$ cat src/rtl/controle_multiciclo_if.sv
// Control bundle between the multicycle controller and its datapath.
interface controle_multiciclo_if;
  logic [5:0]  op;
  logic [5:0]  funct;
  logic        Z;
  logic [2:0]  ULAcontrol;
  logic        ir_write;
  logic        reg_write;
  logic        mem_write;
  logic        iord;
  logic        mem_to_reg;
  logic        reg_dst;
  logic        alu_src_a;
  logic [1:0]  alu_src_b;
  logic [1:0]  pc_src;
  logic        pc_en;
  logic        illegal;
  logic [3:0]  state;
  logic [31:0] instr_count;

  modport master (
    input  op, funct, Z,
    output ULAcontrol, ir_write, reg_write, mem_write, iord, mem_to_reg,
           reg_dst, alu_src_a, alu_src_b, pc_src, pc_en, illegal, state,
           instr_count
  );

  modport slave (
    output op, funct, Z,
    input  ULAcontrol, ir_write, reg_write, mem_write, iord, mem_to_reg,
           reg_dst, alu_src_a, alu_src_b, pc_src, pc_en, illegal, state,
           instr_count
  );
endinterface

$ cat src/rtl/controle_multiciclo.sv
// Multicycle MIPS-style control FSM with retired-instruction counter.
// Define ULA_XOR_EN to decode R-type funct 100110 as xor.
module controle_multiciclo (
  input  logic                   clk,
  input  logic                   rst_n,
  controle_multiciclo_if.master  bus
);
  typedef enum logic [3:0] {
    FETCH  = 4'd0,  DECODE = 4'd1,  MEMADR = 4'd2,  MEMRD  = 4'd3,
    MEMWB  = 4'd4,  MEMWR  = 4'd5,  EXEC   = 4'd6,  ALUWB  = 4'd7,
    BRANCH = 4'd8,  ADDIEX = 4'd9,  ADDIWB = 4'd10, JUMP   = 4'd11
  } state_e;

  state_e      state_q, state_d;
  logic [31:0] instr_count_q, instr_count_d;

  logic       ir_write, reg_write, mem_write, iord, mem_to_reg, reg_dst;
  logic       alu_src_a, pc_write, branch, illegal, pc_en, retire;
  logic [1:0] alu_src_b, pc_src;
  logic [2:0] ula_ctl;

  always_comb begin
    state_d    = FETCH;
    ir_write   = 1'b0;
    reg_write  = 1'b0;
    mem_write  = 1'b0;
    iord       = 1'b0;
    mem_to_reg = 1'b0;
    reg_dst    = 1'b0;
    alu_src_a  = 1'b0;
    alu_src_b  = 2'b00;
    pc_src     = 2'b00;
    ula_ctl    = 3'b000;
    pc_write   = 1'b0;
    branch     = 1'b0;
    illegal    = 1'b0;
    retire     = 1'b0;
    case (state_q)
      FETCH: begin
        ir_write  = 1'b1;
        alu_src_b = 2'b01;
        pc_write  = 1'b1;
        state_d   = DECODE;
      end
      DECODE: begin
        // ULA computes PC + (imm<<2) now so BRANCH can pick it up from ALUOut
        alu_src_b = 2'b11;
        case (bus.op)
          6'b100011, 6'b101011: state_d = MEMADR;
          6'b000000:            state_d = EXEC;
          6'b000100:            state_d = BRANCH;
          6'b001000:            state_d = ADDIEX;
          6'b000010:            state_d = JUMP;
          default: begin
            illegal = 1'b1;
            state_d = FETCH;
          end
        endcase
      end
      MEMADR, ADDIEX: begin
        alu_src_a = 1'b1;
        alu_src_b = 2'b10;
        if (state_q == ADDIEX) state_d = ADDIWB;
        else                   state_d = (bus.op == 6'b100011) ? MEMRD : MEMWR;
      end
      MEMRD: begin
        iord    = 1'b1;
        state_d = MEMWB;
      end
      MEMWB: begin
        reg_write  = 1'b1;
        mem_to_reg = 1'b1;
        retire     = 1'b1;
      end
      MEMWR: begin
        iord      = 1'b1;
        mem_write = 1'b1;
        retire    = 1'b1;
      end
      EXEC: begin
        alu_src_a = 1'b1;
        state_d   = ALUWB;
        case (bus.funct)
          6'b100000: ula_ctl = 3'b000;
          6'b100010: ula_ctl = 3'b001;
          6'b100100: ula_ctl = 3'b010;
          6'b100101: ula_ctl = 3'b011;
          6'b101010: ula_ctl = 3'b101;
`ifdef ULA_XOR_EN
          6'b100110: ula_ctl = 3'b100;
`endif
          default: begin
            illegal = 1'b1;
            state_d = FETCH;
          end
        endcase
      end
      ALUWB: begin
        reg_write = 1'b1;
        reg_dst   = 1'b1;
        retire    = 1'b1;
      end
      BRANCH: begin
        alu_src_a = 1'b1;
        ula_ctl   = 3'b001;
        pc_src    = 2'b01;
        branch    = 1'b1;
        retire    = 1'b1;
      end
      ADDIWB: begin
        reg_write = 1'b1;
        retire    = 1'b1;
      end
      JUMP: begin
        pc_src   = 2'b10;
        pc_write = 1'b1;
        retire   = 1'b1;
      end
      default: state_d = FETCH;
    endcase

    pc_en = pc_write | (branch & bus.Z);

    // Write enables must be quiet for the whole reset, not just after the edge
    if (!rst_n) begin
      ir_write  = 1'b0;
      reg_write = 1'b0;
      mem_write = 1'b0;
      pc_en     = 1'b0;
      illegal   = 1'b0;
    end

    instr_count_d = instr_count_q + {31'd0, retire};
  end

  always_ff @(posedge clk) begin
    if (!rst_n) begin
      state_q       <= FETCH;
      instr_count_q <= 32'd0;
    end else begin
      state_q       <= state_d;
      instr_count_q <= instr_count_d;
    end
  end

  assign bus.ULAcontrol  = ula_ctl;
  assign bus.ir_write    = ir_write;
  assign bus.reg_write   = reg_write;
  assign bus.mem_write   = mem_write;
  assign bus.iord        = iord;
  assign bus.mem_to_reg  = mem_to_reg;
  assign bus.reg_dst     = reg_dst;
  assign bus.alu_src_a   = alu_src_a;
  assign bus.alu_src_b   = alu_src_b;
  assign bus.pc_src      = pc_src;
  assign bus.pc_en       = pc_en;
  assign bus.illegal     = illegal;
  assign bus.state       = state_q;
  assign bus.instr_count = instr_count_q;
endmodule
$ cat src/flat_wrapper.sv
// flat-port wrapper written by rule: the top's interface ports become plain ports
module controle_multiciclo_flat 
  (clk, rst_n, bus_op, bus_funct, bus_Z, bus_ULAcontrol, bus_ir_write, bus_reg_write, bus_mem_write, bus_iord, bus_mem_to_reg, bus_reg_dst, bus_alu_src_a, bus_alu_src_b, bus_pc_src, bus_pc_en, bus_illegal, bus_state, bus_instr_count);
  controle_multiciclo_if bus_i ();
  input  logic clk;
  input  logic rst_n;
  input wire logic [$bits(bus_i.op)-1:0] bus_op;
  input wire logic [$bits(bus_i.funct)-1:0] bus_funct;
  input wire logic [$bits(bus_i.Z)-1:0] bus_Z;
  output wire logic [$bits(bus_i.ULAcontrol)-1:0] bus_ULAcontrol;
  output wire logic [$bits(bus_i.ir_write)-1:0] bus_ir_write;
  output wire logic [$bits(bus_i.reg_write)-1:0] bus_reg_write;
  output wire logic [$bits(bus_i.mem_write)-1:0] bus_mem_write;
  output wire logic [$bits(bus_i.iord)-1:0] bus_iord;
  output wire logic [$bits(bus_i.mem_to_reg)-1:0] bus_mem_to_reg;
  output wire logic [$bits(bus_i.reg_dst)-1:0] bus_reg_dst;
  output wire logic [$bits(bus_i.alu_src_a)-1:0] bus_alu_src_a;
  output wire logic [$bits(bus_i.alu_src_b)-1:0] bus_alu_src_b;
  output wire logic [$bits(bus_i.pc_src)-1:0] bus_pc_src;
  output wire logic [$bits(bus_i.pc_en)-1:0] bus_pc_en;
  output wire logic [$bits(bus_i.illegal)-1:0] bus_illegal;
  output wire logic [$bits(bus_i.state)-1:0] bus_state;
  output wire logic [$bits(bus_i.instr_count)-1:0] bus_instr_count;
  assign bus_i.op = bus_op;
  assign bus_i.funct = bus_funct;
  assign bus_i.Z = bus_Z;
  assign bus_ULAcontrol = bus_i.ULAcontrol;
  assign bus_ir_write = bus_i.ir_write;
  assign bus_reg_write = bus_i.reg_write;
  assign bus_mem_write = bus_i.mem_write;
  assign bus_iord = bus_i.iord;
  assign bus_mem_to_reg = bus_i.mem_to_reg;
  assign bus_reg_dst = bus_i.reg_dst;
  assign bus_alu_src_a = bus_i.alu_src_a;
  assign bus_alu_src_b = bus_i.alu_src_b;
  assign bus_pc_src = bus_i.pc_src;
  assign bus_pc_en = bus_i.pc_en;
  assign bus_illegal = bus_i.illegal;
  assign bus_state = bus_i.state;
  assign bus_instr_count = bus_i.instr_count;
  controle_multiciclo u_core (.clk(clk), .rst_n(rst_n), .bus(bus_i));
endmodule
$ cat config.mk
export PLATFORM = sky130hd
export DESIGN_NAME = controle_multiciclo_flat
export DESIGN_NICKNAME = d
export VERILOG_FILES = /design/src/rtl/controle_multiciclo_if.sv /design/src/rtl/controle_multiciclo.sv /design/src/flat_wrapper.sv
export SDC_FILE = /design/constraint.sdc
export NUM_CORES = 1
export LEC_CHECK = 0
export BUFFER_PORTS_ARGS = -buffer_cell sky130_fd_sc_hd__buf_4
export CAP_MARGIN = 20
export CELL_PAD_IN_SITES_DETAIL_PLACEMENT = 0
export CELL_PAD_IN_SITES_GLOBAL_PLACEMENT = 2
export CORE_UTILIZATION = 30
export CTS_CLUSTER_SIZE = 24
export DETAILED_ROUTE_END_ITERATION = 10
export HOLD_SLACK_MARGIN = 0.05
export PLACE_DENSITY = 0.94
export SLEW_MARGIN = 30
export SYNTH_ARGS = -nofsm -noshare
export SYNTH_HDL_FRONTEND = slang
export SYNTH_SLANG_ARGS = --single-unit
$ cat constraint.sdc
create_clock -name clk -period 5.2 [get_ports clk]
set_input_delay 1.04 -clock clk [delete_from_list [all_inputs] [get_ports clk]]
set_output_delay 1.04 -clock clk [all_outputs]
set_load 0.02 [all_outputs]
==> metrics.md <==
| Metric | Value |
|---|---|
| Area growth syn-to-layout | 31.56% |
| Drt wl/cell | 13.35 µm |
| Largest net degree at the start of global routing | 19 |
| Placer Congestion | about 0.7 |
| Count of clock tree sinks | 36 |
| Worst Path Arrival | 2.13 ns |
| Skew-Pair Late Insertion Delay | between 0.2 and 0.3 ns |
| Leakage power | around 0.96 nW |
| Fmax | 315.6 MHz |
| # Post-CTS Setup Buffers | 0 |
| Tcrit/Tclk final | 60.93% |
| Pwr Total | between 0.0005 and 0.0006 W |
| Synth Area per Inst | 7.807 µm² |
| Hold slack | between 0.4 and 0.5 ns |
| Final min period | 3.168 ns |
| DR vias | 2094 |
| TritonCTS clock tree | yes |
| CP endpoint kind | primary output |
| CTS Buffer Depth | 2 |
| Routed Antenna Nets | 0 |
| Tot GR Track Use | 15.45% |
| Grt ovf | 0 |
| Vias in the first global route | 1933 |
| Drt pass-1 iters | 7 |
| Flops & latches, synth | 36 |
| Post-Synthesis Cell Area | 0.002022 mm² |
| Synthesized Nets | 276 |
| Starting density of the core | a little under a third |
| Hpwl dp | 3.933 mm |
| Placed inst area | 0.002564 mm² |
| Unrepaired setup endpoints after global routing | no |
| Worst clock skew | 0.007689 ns |
| Final hold vios | 0 |
| Synth unique cells | 39 |
| First-pass GRT wire length | 8.942 mm |
| Vias per cell | between 5 and 6 |
| Final instance area | 0.002660 mm² |
| # hold bufs at CTS | 0 |
| Drt total wl | 5.288 mm |
| Slew Viols, Final | 0 |
| Crit path cell chain | buf_4 > inv_1 > buf_4 > nor2_1 > buf_4 |
| Failing checks | design-rule violations |
| Max FO, Critical Path | 18 |
| Synth Instances | 259 |
| Full die area | 0.007072 mm² |
| PD cells | 203.9 mW/mm² |
| Status | complete, but fails checks |
| Ys Warns | 0 |
| Die H | 84.10 µm |
| Worst Path Buf+Inv | 4 |
| Final setup violation count | 0 |
| Max_cap viols | 0 |
| Most used cell, CP | buf_4 |
| Root Driver | clkbuf_8 |
| Critical-path cell with the highest stage delay | inv_1 |
| Core footprint | roughly 0.0064 mm² |
| DRC viols | 8 |
| Worst-margin pin slew | 0.5403 ns |
| Die X | 84.10 µm |
| Initial antenna violation count | 0 |
| Seq/Total Area, Yosys | 35.64% |
| IO Pins | 67 |
| Initial drt markers | 100 |
| Max incr delay on CP | 0.37 ns |
| Fin nets | between 300 and 400 |
| HP Class | flop to flop |
| CTS resizes | 0 |
| Placement Rows | 29 |
| H-tree depth | 2 |
| Layout cells sized above 1 | around 24% |
| CTS buffer count | 5 |
| CP required | approximately 4.2 ns |
| Port bufs | 66 |
| Kind of critical path | primary input to primary output |
| ANT cells | 0 |
| Worst VDD drop | about 0.077 mV |
| Clock slew at reported path FFs | around 0.070 ns |
| Fin Setup TNS | 0 ns |
| Worst Setup Start Kind | primary input |
| Slew headroom | 63.93% |
| Crit-path leading delay family | buffers and inverters |
final cells by class:
class | instances | area [µm²]
repair buffers | 67 | 503.0
well taps | 77 | 96.34
multi-input cells | 200 | 1210
inverters | 9 | 33.78
clock buffers | 7 | 96.34
flip-flops and latches | 36 | 720.7
fillers | 662 | 3762
logic make-up (layout without fill, tap and decap cells):
family	count (synthesis)	after routing	synth area share (%)
simple gates	120	120	33.29
compound gates	63	63	18.69
flops	36	36	35.64
buf+inv	23	83	4.517
xor+xnor	13	13	5.631
fa+ha+maj	2	2	1.237
mux	2	2	0.9901
cells in the final DEF, fill, tap and decap left out, types with 2 or more instances in the layout:
master     n
nand2b_1   7
nand2_1   15
or4_1     20
dfxtp_1   36
nor3_1    13
and3_1     3
mux2i_1    2
buf_4     67
nand3b_1   2
clkbuf_8   7
nor2_1    22
inv_1      9
nand3_1   13
ha_1       2
nor4_1     2
nand4_1    3
a21oi_1   28
xnor2_1   10
o21bai_1   2
and4_1     3
and2_1     2
xor2_1     3
o31ai_1   13
nor3b_1    2
o21ai_0   13
or3_1      7
layer usage:
layer	wire, µm	global-route usage, %	vias to the layer above
met4	66	4.702	0
met1	2543	19.59	954
met2	2353	25.63	54
met3	325	3.956	6
li1	-	-	1080
met5	0	0	-
power by group:
group | leakage, nW | internal, W | switching (W)
logic | 0.620 | 0.0000206 | 0.0000258
registers | 0.290 | 0.000277 | 0.00000328
clock network | 0.0503 | 0.000118 | 0.0000980
total | 0.961 | 0.000415 | 0.000127
Yosys cell counts:
cell type,number,share of area (%)
nand3b_1,2,0.74
and4_1,3,1.3
clkbuf_1,10,1.9
nor3_1,13,3.2
o21ai_0,13,3.2
or4_1,20,7.4
and3_1,3,0.93
and3_2,1,0.37
a21oi_1,28,6.9
o32ai_1,1,0.43
a32oi_1,1,0.43
xnor2_1,10,4.3
xor2_1,3,1.3
o2111a_1,1,0.56
dfxtp_1,36,36
nand2_1,15,2.8
o21bai_1,2,0.74
nand4b_1,1,0.43
o311ai_0,1,0.43
nand4_1,3,0.93
o41ai_1,1,0.43
o31ai_1,13,4.8
nand3_2,1,0.50
nor3b_1,2,0.74
ha_1,2,1.2
or2_2,1,0.31
or3b_2,1,0.43
mux2i_1,2,0.99
nand2b_1,7,2.2
or3_1,7,2.2
a31oi_1,1,0.31
nand3_1,13,3.2
buf_2,4,0.99
nor4_1,2,0.62
inv_1,9,1.7
a211oi_1,1,0.37
and2_1,2,0.62
nor2_1,22,4.1
nor2b_1,1,0.31
sequential cells by signal, indices dropped and copies added (netlist names):
signal,flops
u_core.bus.state,4
u_core.bus.instr_count,32
worst paths after layout:
check | depth (start not counted) | startpoint | slack (ns) | end
hold reg to reg | 2 | u_core.bus.instr_count[31] | 0.48 | u_core.bus.instr_count[31]
setup / recovery | 5 | rst_n | 2.03 | bus_reg_write
setup reg to reg | 9 | u_core.bus.state[1] | 2.05 | u_core.bus.instr_count[26]
hold / removal | 2 | u_core.bus.instr_count[31] | 0.48 | u_core.bus.instr_count[31]
metrics by stage:
step,setup WS (ns),utilization [%],cells
2_1_floorplan,2.415,-,259
4_1_cts,2.022,41.42,396
6_report,2.032,41.42,396
3_5_place_dp,2.021,39.92,389
3_3_place_gp,2.047,39.92,389
5_1_grt,1.782,41.42,396
worst min-delay path, delay by kind of cell (launching register included):
| family | cells | cell delay [ns] |
|---|---|---|
| AOI/OAI and AO/OA | 2 | 0.11 |
| DFF | 1 | 0.32 |
No activity file was read; power rests on OpenSTA's default activity.
